[src/rtl/nfc_cmd_dispatch_if.sv]
// Host-command and controller-command signals of the NAND command dispatcher.
// The slave modport is the dispatcher; the master modport is its environment (host and controller).
interface nfc_cmd_dispatch_if #(
   parameter int unsigned DEPTH = 4
);
   localparam int unsigned CW = $clog2(DEPTH) + 1;

   logic          host_valid;
   logic          host_ready;
   logic [32:0]   host_cmd;
   logic [32:0]   nfc_cmd;
   logic          nfc_done;
   logic          host_done;
   logic          busy;
   logic [CW-1:0] fifo_count;

   modport master (
      output host_valid, host_cmd, nfc_done,
      input  host_ready, nfc_cmd, host_done, busy, fifo_count
   );

   modport slave (
      input  host_valid, host_cmd, nfc_done,
      output host_ready, nfc_cmd, host_done, busy, fifo_count
   );
endinterface

[src/rtl/nfc_cmd_dispatch.sv]
// Buffers host transfer commands and feeds the NAND controller one block-bounded segment
// per done pulse, parking the controller on a harmless 1-byte read when there is no work.
module nfc_cmd_dispatch #(
   parameter int unsigned DEPTH      = 4,
   parameter logic [17:0] PARK_FADDR = 18'd0,
   parameter logic [6:0]  PARK_MADDR = 7'd127
) (
   input logic              clk,
   input logic              rst,
   nfc_cmd_dispatch_if.slave bus
);
   localparam int unsigned   AW       = $clog2(DEPTH);
   localparam int unsigned   CW       = AW + 1;
   localparam logic [CW-1:0] FULL     = CW'(DEPTH);
   localparam logic [32:0]   PARK_CMD = {1'b1, PARK_FADDR, PARK_MADDR, 7'd1};

   typedef enum logic [1:0] {ST_INIT, ST_PARK, ST_RUN} state_e;

   state_e        state_q, state_d;
   logic [32:0]   mem_q [DEPTH];
   logic [AW-1:0] wr_ptr_q, wr_ptr_d;
   logic [AW-1:0] rd_ptr_q, rd_ptr_d;
   logic [CW-1:0] count_q, count_d;
   logic          cur_rw_q, cur_rw_d;
   logic [17:0]   cur_f_q, cur_f_d;
   logic [6:0]    cur_m_q, cur_m_d;
   logic [7:0]    rem_q, rem_d;
   logic          last_q, last_d;
   logic [32:0]   nfc_cmd_q, nfc_cmd_d;
   logic          host_done_q, host_done_d;

   logic          push, pop, use_cur;
   logic [32:0]   head;
   logic [7:0]    head_rem;
   logic          src_rw;
   logic [17:0]   src_f;
   logic [6:0]    src_m;
   logic [7:0]    src_rem;
   logic [11:0]   room;
   logic [7:0]    seg;
   logic [7:0]    rem_left;

   always_comb begin
      push     = bus.host_valid && (count_q != FULL);
      head     = mem_q[rd_ptr_q];
      head_rem = (head[6:0] == 7'd0) ? 8'd128 : {1'b0, head[6:0]};

      // A pending second segment takes priority over the FIFO head; the head stays queued
      // until its final segment is loaded, so both sources share one segment calculator.
      use_cur  = (rem_q != 8'd0);
      src_rw   = use_cur ? cur_rw_q : head[32];
      src_f    = use_cur ? cur_f_q  : head[31:14];
      src_m    = use_cur ? cur_m_q  : head[13:7];
      src_rem  = use_cur ? rem_q    : head_rem;

      room     = 12'd2048 - {1'b0, src_f[10:0]};
      seg      = ({4'd0, src_rem} < room) ? src_rem : room[7:0];
      rem_left = src_rem - seg;

      state_d     = state_q;
      cur_rw_d    = cur_rw_q;
      cur_f_d     = cur_f_q;
      cur_m_d     = cur_m_q;
      rem_d       = rem_q;
      last_d      = last_q;
      nfc_cmd_d   = nfc_cmd_q;
      host_done_d = 1'b0;
      pop         = 1'b0;

      if (bus.nfc_done) begin
         host_done_d = last_q;
         if (use_cur || (count_q != '0)) begin
            nfc_cmd_d = {src_rw, src_f, src_m, seg[6:0]};
            cur_rw_d  = src_rw;
            cur_f_d   = src_f + 18'(seg);
            cur_m_d   = src_m + seg[6:0];
            rem_d     = rem_left;
            last_d    = (rem_left == 8'd0);
            pop       = (rem_left == 8'd0);
            state_d   = ST_RUN;
         end else begin
            nfc_cmd_d = PARK_CMD;
            last_d    = 1'b0;
            state_d   = ST_PARK;
         end
      end

      wr_ptr_d = push ? (wr_ptr_q + AW'(1)) : wr_ptr_q;
      rd_ptr_d = pop  ? (rd_ptr_q + AW'(1)) : rd_ptr_q;
      unique case ({push, pop})
         2'b10:   count_d = count_q + CW'(1);
         2'b01:   count_d = count_q - CW'(1);
         default: count_d = count_q;
      endcase
   end

   always_ff @(posedge clk or posedge rst) begin
      if (rst) begin
         state_q     <= ST_INIT;
         wr_ptr_q    <= '0;
         rd_ptr_q    <= '0;
         count_q     <= '0;
         cur_rw_q    <= 1'b0;
         cur_f_q     <= '0;
         cur_m_q     <= '0;
         rem_q       <= '0;
         last_q      <= 1'b0;
         nfc_cmd_q   <= PARK_CMD;
         host_done_q <= 1'b0;
      end else begin
         state_q     <= state_d;
         wr_ptr_q    <= wr_ptr_d;
         rd_ptr_q    <= rd_ptr_d;
         count_q     <= count_d;
         cur_rw_q    <= cur_rw_d;
         cur_f_q     <= cur_f_d;
         cur_m_q     <= cur_m_d;
         rem_q       <= rem_d;
         last_q      <= last_d;
         nfc_cmd_q   <= nfc_cmd_d;
         host_done_q <= host_done_d;
      end
   end

   always_ff @(posedge clk) begin
      if (push) mem_q[wr_ptr_q] <= bus.host_cmd;
   end

   assign bus.host_ready = (count_q != FULL);
   assign bus.nfc_cmd    = nfc_cmd_q;
   assign bus.host_done  = host_done_q;
   assign bus.busy       = (state_q == ST_RUN) || (count_q != '0);
   assign bus.fifo_count = count_q;
endmodule
[src/flat_wrapper.sv]
// flat-port wrapper written by rule: the top's interface ports become plain ports
module nfc_cmd_dispatch_flat 
#(
   parameter int unsigned DEPTH      = 4,
   parameter logic [17:0] PARK_FADDR = 18'd0,
   parameter logic [6:0]  PARK_MADDR = 7'd127
)
  (clk, rst, bus_host_valid, bus_host_cmd, bus_nfc_done, bus_host_ready, bus_nfc_cmd, bus_host_done, bus_busy, bus_fifo_count);
  nfc_cmd_dispatch_if #(.DEPTH(DEPTH)) bus_i ();
  input logic clk;
  input logic rst;
  input wire logic [$bits(bus_i.host_valid)-1:0] bus_host_valid;
  input wire logic [$bits(bus_i.host_cmd)-1:0] bus_host_cmd;
  input wire logic [$bits(bus_i.nfc_done)-1:0] bus_nfc_done;
  output wire logic [$bits(bus_i.host_ready)-1:0] bus_host_ready;
  output wire logic [$bits(bus_i.nfc_cmd)-1:0] bus_nfc_cmd;
  output wire logic [$bits(bus_i.host_done)-1:0] bus_host_done;
  output wire logic [$bits(bus_i.busy)-1:0] bus_busy;
  output wire logic [$bits(bus_i.fifo_count)-1:0] bus_fifo_count;
  assign bus_i.host_valid = bus_host_valid;
  assign bus_i.host_cmd = bus_host_cmd;
  assign bus_i.nfc_done = bus_nfc_done;
  assign bus_host_ready = bus_i.host_ready;
  assign bus_nfc_cmd = bus_i.nfc_cmd;
  assign bus_host_done = bus_i.host_done;
  assign bus_busy = bus_i.busy;
  assign bus_fifo_count = bus_i.fifo_count;
  nfc_cmd_dispatch #(.DEPTH(DEPTH), .PARK_FADDR(PARK_FADDR), .PARK_MADDR(PARK_MADDR)) u_core (.clk(clk), .rst(rst), .bus(bus_i));
endmodule
[config.mk]
export PLATFORM = sky130hd
export DESIGN_NAME = nfc_cmd_dispatch_flat
export DESIGN_NICKNAME = d
export VERILOG_FILES = /design/src/rtl/nfc_cmd_dispatch_if.sv /design/src/rtl/nfc_cmd_dispatch.sv /design/src/flat_wrapper.sv
export SDC_FILE = /design/constraint.sdc
export NUM_CORES = 1
export LEC_CHECK = 0
export CAP_MARGIN = 40
export CORE_AREA = 5 5 148 150
export CTS_CLUSTER_SIZE = 24
export DETAILED_ROUTE_END_ITERATION = 10
export DIE_AREA = 0 0 153 155
export PLACE_DENSITY = 0.74
export SYNTH_ARGS = -nofsm -noshare
export SYNTH_HDL_FRONTEND = slang
export SYNTH_SLANG_ARGS = --single-unit
[constraint.sdc]
create_clock -name clk -period 8.3 [get_ports clk]
set_clock_uncertainty 0.15 [all_clocks]
set_input_delay 0.83 -clock clk [delete_from_list [all_inputs] [get_ports clk]]
set_output_delay 0.83 -clock clk [all_outputs]
set_load 0.02 [all_outputs]
Word-level counts from Yosys, hierarchy flattened:

Memory sizes are Yosys's and may differ from the RTL's.
Index checks and enable logic that the tools add are counted.

* order comparisons: 1
* muxes and demuxes: 14
* add/sub/neg operators: 8
* reductions and logical operators: 9
* equality and inequality tests: 4

Operators by type and width (count)
* 33-bit 2-to-1 mux: 1
* 8-bit 2-to-1 mux: 3
* 18-bit by 8-bit adder with 18-bit output: 1
* 18-bit 2-to-1 mux: 1
* 8-bit by 12-bit < comparator with 1-bit output: 1
* 12-bit by 11-bit subtractor with 12-bit output, first input constant: 1
* 8-bit zero test: 1
* 8-bit nonzero test: 1
* 8-bit subtractor: 1
* 7-bit adder: 1
* 7-bit zero test: 1
* 7-bit 2-to-1 mux: 1
* 1-bit 2-to-1 mux: 6
* 3-bit one-hot mux with 2 select lines: 1
* 2-bit by 1-bit adder with 2-bit output, second input constant: 2
* 2-bit equality test, second input constant: 2
* 3-bit by 1-bit adder with 3-bit output, second input constant: 1
* 3-bit inequality test, second input constant: 1
* 3-bit nonzero test: 1
* 3-bit by 1-bit subtractor with 3-bit output, second input constant: 1
* 2-bit by 1-bit equality test with 1-bit output, second input constant: 1
* 1-bit logical OR: 2
* 2-bit 2-to-1 mux: 1
* 2-bit AND reduction: 1
* 2 further kinds: 2

* input bits: 37
* word-level logic and storage cells: 48
* output and inout port bits: 39
* memory bits (writable): 132
* flip-flop bits (word level): 78
* memories: 1

Memory list
* u_core.mem_q: words 4, bits a word 33, read ports 1, clocked after memory_dff 0, wr ports 1, RTL line nfc_cmd_dispatch.sv:20 `logic [32:0] mem_q [DEPTH];`

Logic depth before layout (Yosys ltp):

An unclocked memory read counts as a cell.

* depth in word-level cells: 12
* depth in mapped cells: 36
* mapped depth without buffers: 31

Worst setup path before layout:

OpenSTA, ideal clock, no wires.

* path kind: register -> register
* start: reg u_core.rem_q[4]
* end: reg u_core.count_q[2], in the netlist u_core.bus.fifo_count[2]
* path slack: 0.606 ns
* data required time: 8.070 ns
* buffers on the path: 5
* period minus slack after synthesis: 7.694 ns
* cell stages (with the launch flop): 36
* data arrival time: 7.464 ns
* library setup time: 0.080 ns
* cell sequence: dfrtp_1 or4_1 buf_2 nor2_1 buf_6 clkbuf_1 clkbuf_8 mux2i_1 ha_1 nand3_1 or3_4 xor2_1 ha_1 nand4_1 a311oi_1 a221o_1 nand3_1 nor2_1 clkbuf_1 o21ai_0 ha_1 nor2b_1 o21ai_0 a21oi_1 o21ai_0 nand2b_1 a21o_1 a21oi_1 xor2_1 and2_1 ha_1 inv_1 fa_1 xor2_1 nor2_1 xor2_1

* cells in the longest elaborated chain, start to end: 11
* elaborated cells on any way between the ends: 15
* classes of those cells: 2 x add/sub; 1 x order compare; 2 x eq/ne; 6 x mux; 4 x reduce/logical

Ends and longest elaborated chain
* start: declaration: RTL line nfc_cmd_dispatch.sv:27 `logic [7:0] rem_q, rem_d;`
* start signal: assignment: RTL line nfc_cmd_dispatch.sv:118 `rem_q <= rem_d;`
* 8-bit nonzero test: RTL line nfc_cmd_dispatch.sv:50 `use_cur = (rem_q != 8'd0);`
* 18-bit 2-to-1 mux: RTL line nfc_cmd_dispatch.sv:52 `src_f = use_cur ? cur_f_q : head[31:14];`
* 12-bit by 11-bit subtractor with 12-bit output: RTL line nfc_cmd_dispatch.sv:56 `room = 12'd2048 - {1'b0, src_f[10:0]};`
* 8-bit by 12-bit < comparator with 1-bit output: RTL line nfc_cmd_dispatch.sv:57 `seg = ({4'd0, src_rem} < room) ? src_rem : room[7:0];`
* 8-bit 2-to-1 mux: RTL line nfc_cmd_dispatch.sv:57
* 8-bit subtractor: RTL line nfc_cmd_dispatch.sv:58 `rem_left = src_rem - seg;`
* 8-bit zero test: RTL line nfc_cmd_dispatch.sv:79 `pop = (rem_left == 8'd0);`
* 1-bit 2-to-1 mux (*): RTL line nfc_cmd_dispatch.sv:72 `if (use_cur || (count_q != '0)) begin`
* 1-bit 2-to-1 mux (*): RTL line nfc_cmd_dispatch.sv:70 `if (bus.nfc_done) begin`
* net u_core.pop: RTL line nfc_cmd_dispatch.sv:32 `logic push, pop, use_cur;`
* 2-bit by 1-bit equality test with 1-bit output / 2-bit equality test (equally long branches): RTL line nfc_cmd_dispatch.sv:90 `unique case ({push, pop})`
* 3-bit one-hot mux with 2 select lines / 2-bit nonzero test (equally long branches)
* end signal: assignment: RTL line nfc_cmd_dispatch.sv:114 `count_q <= count_d;`
* end: declaration: RTL line nfc_cmd_dispatch.sv:23 `logic [CW-1:0] count_q, count_d;`

Mark *: on every way through the listed nets, which the timed path passes. The rest lies on a longest branch.
A chain may end at the register's enable or synchronous reset.

Worst setup path in the final report:

* start: reg u_core.rem_q[0]
* end: reg u_core.count_q[2], in the netlist u_core.bus.fifo_count[2]

Same word-level chain as after synthesis.

==> flow_summary.ini <==
[place]
dpl_worst_slack_ns = 0.659
port_buffers = 75
hpwl_um = 14600
place_area_um2 = 10900
finalWeightedCongestion = 0.925

[worst_setup_path]
end_kind = register
crit_path_start_kind = register
crit_type = register to register
critical-path-top-delay-family = simple AND/OR/NAND/NOR gates
max_stage_delay_ns = 0.76
arrival_ns = 7.94
startpoint = u_core.rem_q[0]
path_max_fanout = 10
r2r_start = u_core.rem_q[0]
cpMostUsedCell = ha_1
ff2ff_setup_slack_ns = 0.64
slowest_stage = or4_1
cp_num_buf_inv = 3
crit_required_ns = 8.58

[final_layout]
drive_gt1_share_pct = 15.0
nNetsFinal = 874
fill_cells = 1676
syn_to_final_growth_pct = 18.7
diodes = 0
final_area_um2 = 11600

[floorplanning]
core_um2 = 20600
ios = 76
rows = 53
die_y_um = 155
die_w_um = 153
dieArea_um2 = 23700
floorplan.initialDensity_pct = 47.6

[yosys]
syn_avg_cell_area_um2 = 13.8
yosysWarningCount = 0
syn_nets = 785
synth_ff_type = edfxtp_1
ys_types = 71
ys_ff_latch = 210
synthCells = 711
async_flop_share_pct = 37.1
ys_seq_area_share_pct = 60.6
synth_area_um2 = 9790
synth-edff-count = 132

[cts]
clock_path_buffers = 3
cts.sinks = 210
cts_max_level = 1
clk_pin_slew_ns = 0.07
cts_buffers = 22
clock_latency_ns = 0.50
post_cts_buffers = 0
cts_tree = yes
cts-root-buf = clkbuf_16

[job]
cap_violations = 0

[sta]
hold_viol_final = 0
finalSetupViolations = 0
tightestPinTransition_ns = 0.755
fin_crit_ns = 7.66
setup_slack_ns = 0.635
drv_slew = 0
period_share_pct = 92.3
grt_setup_unrepaired = false
slew_headroom_pct = 49.2
fin_setup_tns_ns = 0
fmaxAchievable_ghz = 0.130
whs_ns = 0.327

[run_status]
status = finished clean

[detailed_routing]
ant_nets = 0
vias_per_cell = 5.61
finalWirelength_um = 21500
routedWlPerCell_um = 19.7
firstDrtPassIters = 5
drc_errors = 0
num_vias = 6124
drtIter0Drc = 355

[power_and_ir_drop]
peakVddDrop_mv = 0.196
power_density_nw_per_um2 = 379
p_leak_nw = 4.46

[worst_hold_path]
min-delay-start = u_core.last_q
hold_path_class = register to register

[global_routing]
grt-ovfl-total = 0
antenna_found_initial = 0
grt_util_all_layers_pct = 18.0
grt_max_degree = 50
grt_pass1_vias = 6323
grt_pass1_wl_um = 34300
-- final timing paths --
check | to | cells after the start
max in group asynchronous | u_core.bus.nfc_cmd[12] | 4
max reg2reg | u_core.bus.fifo_count[2] | 30
min | u_core.last_q | 1
min reg2reg | u_core.last_q | 1
min in group asynchronous | u_core.bus.fifo_count[0] | 3
max | u_core.bus.fifo_count[2] | 30
-- where the power goes --
group | switching, mW | internal, mW | total, mW
logic | 1.05 | 0.801 | 1.85
registers | 0.154 | 1.44 | 1.59
clock network | 0.393 | 0.572 | 0.965
total | 1.60 | 2.81 | 4.41
-- area by class of cell --
type                            count  area [µm²]  area share [%]
Clock inverter                     10        80.1           0.690
Clock buffer                       30         642            5.53
Sequential cell                   210        5930            51.0
Multi-Input combinational cell    440        3580            30.8
Tap cell                          275         344            2.96
Timing Repair Buffer               95         921            7.93
Inverter                           31         118            1.01
-- routing by layer --
layer	routed length, µm	track usage, %
met1	9300	23.6
met2	10200	30.2
met3	1220	3.42
met4	755	6.49
met5	0	0
-- cell usage after synthesis, types with 3 or more instances --
cell type	instances	area share [%]
buf_2	5	0.26
nand2b_1	4	0.26
a21o_1	16	1.2
nor3_1	6	0.31
dfrtp_1	69	18
edfxtp_1	132	41
inv_1	30	1.2
mux4_2	28	6.4
buf_1	6	0.23
o2bb2ai_1	15	1.3
nand2_1	90	3.5
nor2_1	23	0.88
clkbuf_1	13	0.50
and2_1	4	0.26
a22o_1	10	0.89
a21oi_1	28	1.4
nor4_1	7	0.45
and3_2	3	0.23
mux2_2	4	0.46
fa_1	4	0.82
xnor2_1	24	2.1
nand3_1	10	0.51
mux2i_1	12	1.2
ha_1	33	4.2
o21ai_0	38	1.9
and3_1	5	0.32
mux4_1	5	1.3
o22a_1	6	0.54
o21ai_1	4	0.20
or3_1	3	0.19
xor2_1	12	1.1
clkbuf_8	3	0.42
buf_6	3	0.35
dfstp_2	9	2.4
-- layout by cell type, fill, tap and decap left out, drive strengths merged, types with 6 or more instances in the layout --
cell type	instances
mux2i	12
nor3	6
mux4	33
clkbuf	30
xor2	12
clkdlybuf4s50	75
o22a	6
buf	20
mux2	6
dfstp	9
clkinv	8
a21oi	28
nor2	23
and3	8
nor4	8
a22o	10
inv	29
nand2	92
o21ai	42
nand3	10
ha	33
xnor2	24
a21o	18
dfrtp	69
o2bb2ai	15
edfxtp	132
-- flip-flops by register name, summed over array words and instances (netlist names), 3 cells and up --
signal / flops
u_core.bus.fifo_count: 3
u_core.cur_m_q: 7
u_core.cur_f_q: 18
u_core.bus.nfc_cmd: 33
u_core.rem_q: 8
u_core.mem_q: 132
-- what timing repair did --
action | CTS | global route
endpoints found under the setup margin | 0 | 1
endpoints found under the hold margin | 0 | 0
resized for setup | 0 | 2
hold buffers | 0 | 0
-- cells by family after synthesis --
family,synth area share [%]
DFF,60.6
and+or+nand+nor,8.27
buffers and inverters,2.94
AOI/OAI and AO/OA,10.1
xor gates and xnor gates,3.22
muxes,9.74
adders and majority gates,5.15
-- worst register-to-register path: cells and delay by family, from the launching register on --
family	cells	cell delay, ns
DFF	1	0.41
AOI/OAI and AO/OA	3	0.71
buffers and inverters	3	0.28
and+or+nand+nor	13	3.33
xor gates and xnor gates	3	0.42
adders and majority gates	5	1.45
muxes	3	0.85
-- through the flow --
stage	util [%]	cells	power, mW
2_1_floorplan	-	711	2.85
3_3_place_gp	52.8	1050	3.40
3_5_place_dp	53.0	1051	3.44
4_1_cts	56.5	1091	4.43
5_1_grt	56.5	1091	4.68
6_report	56.5	1091	4.41
(Power assumes the default switching activity.)
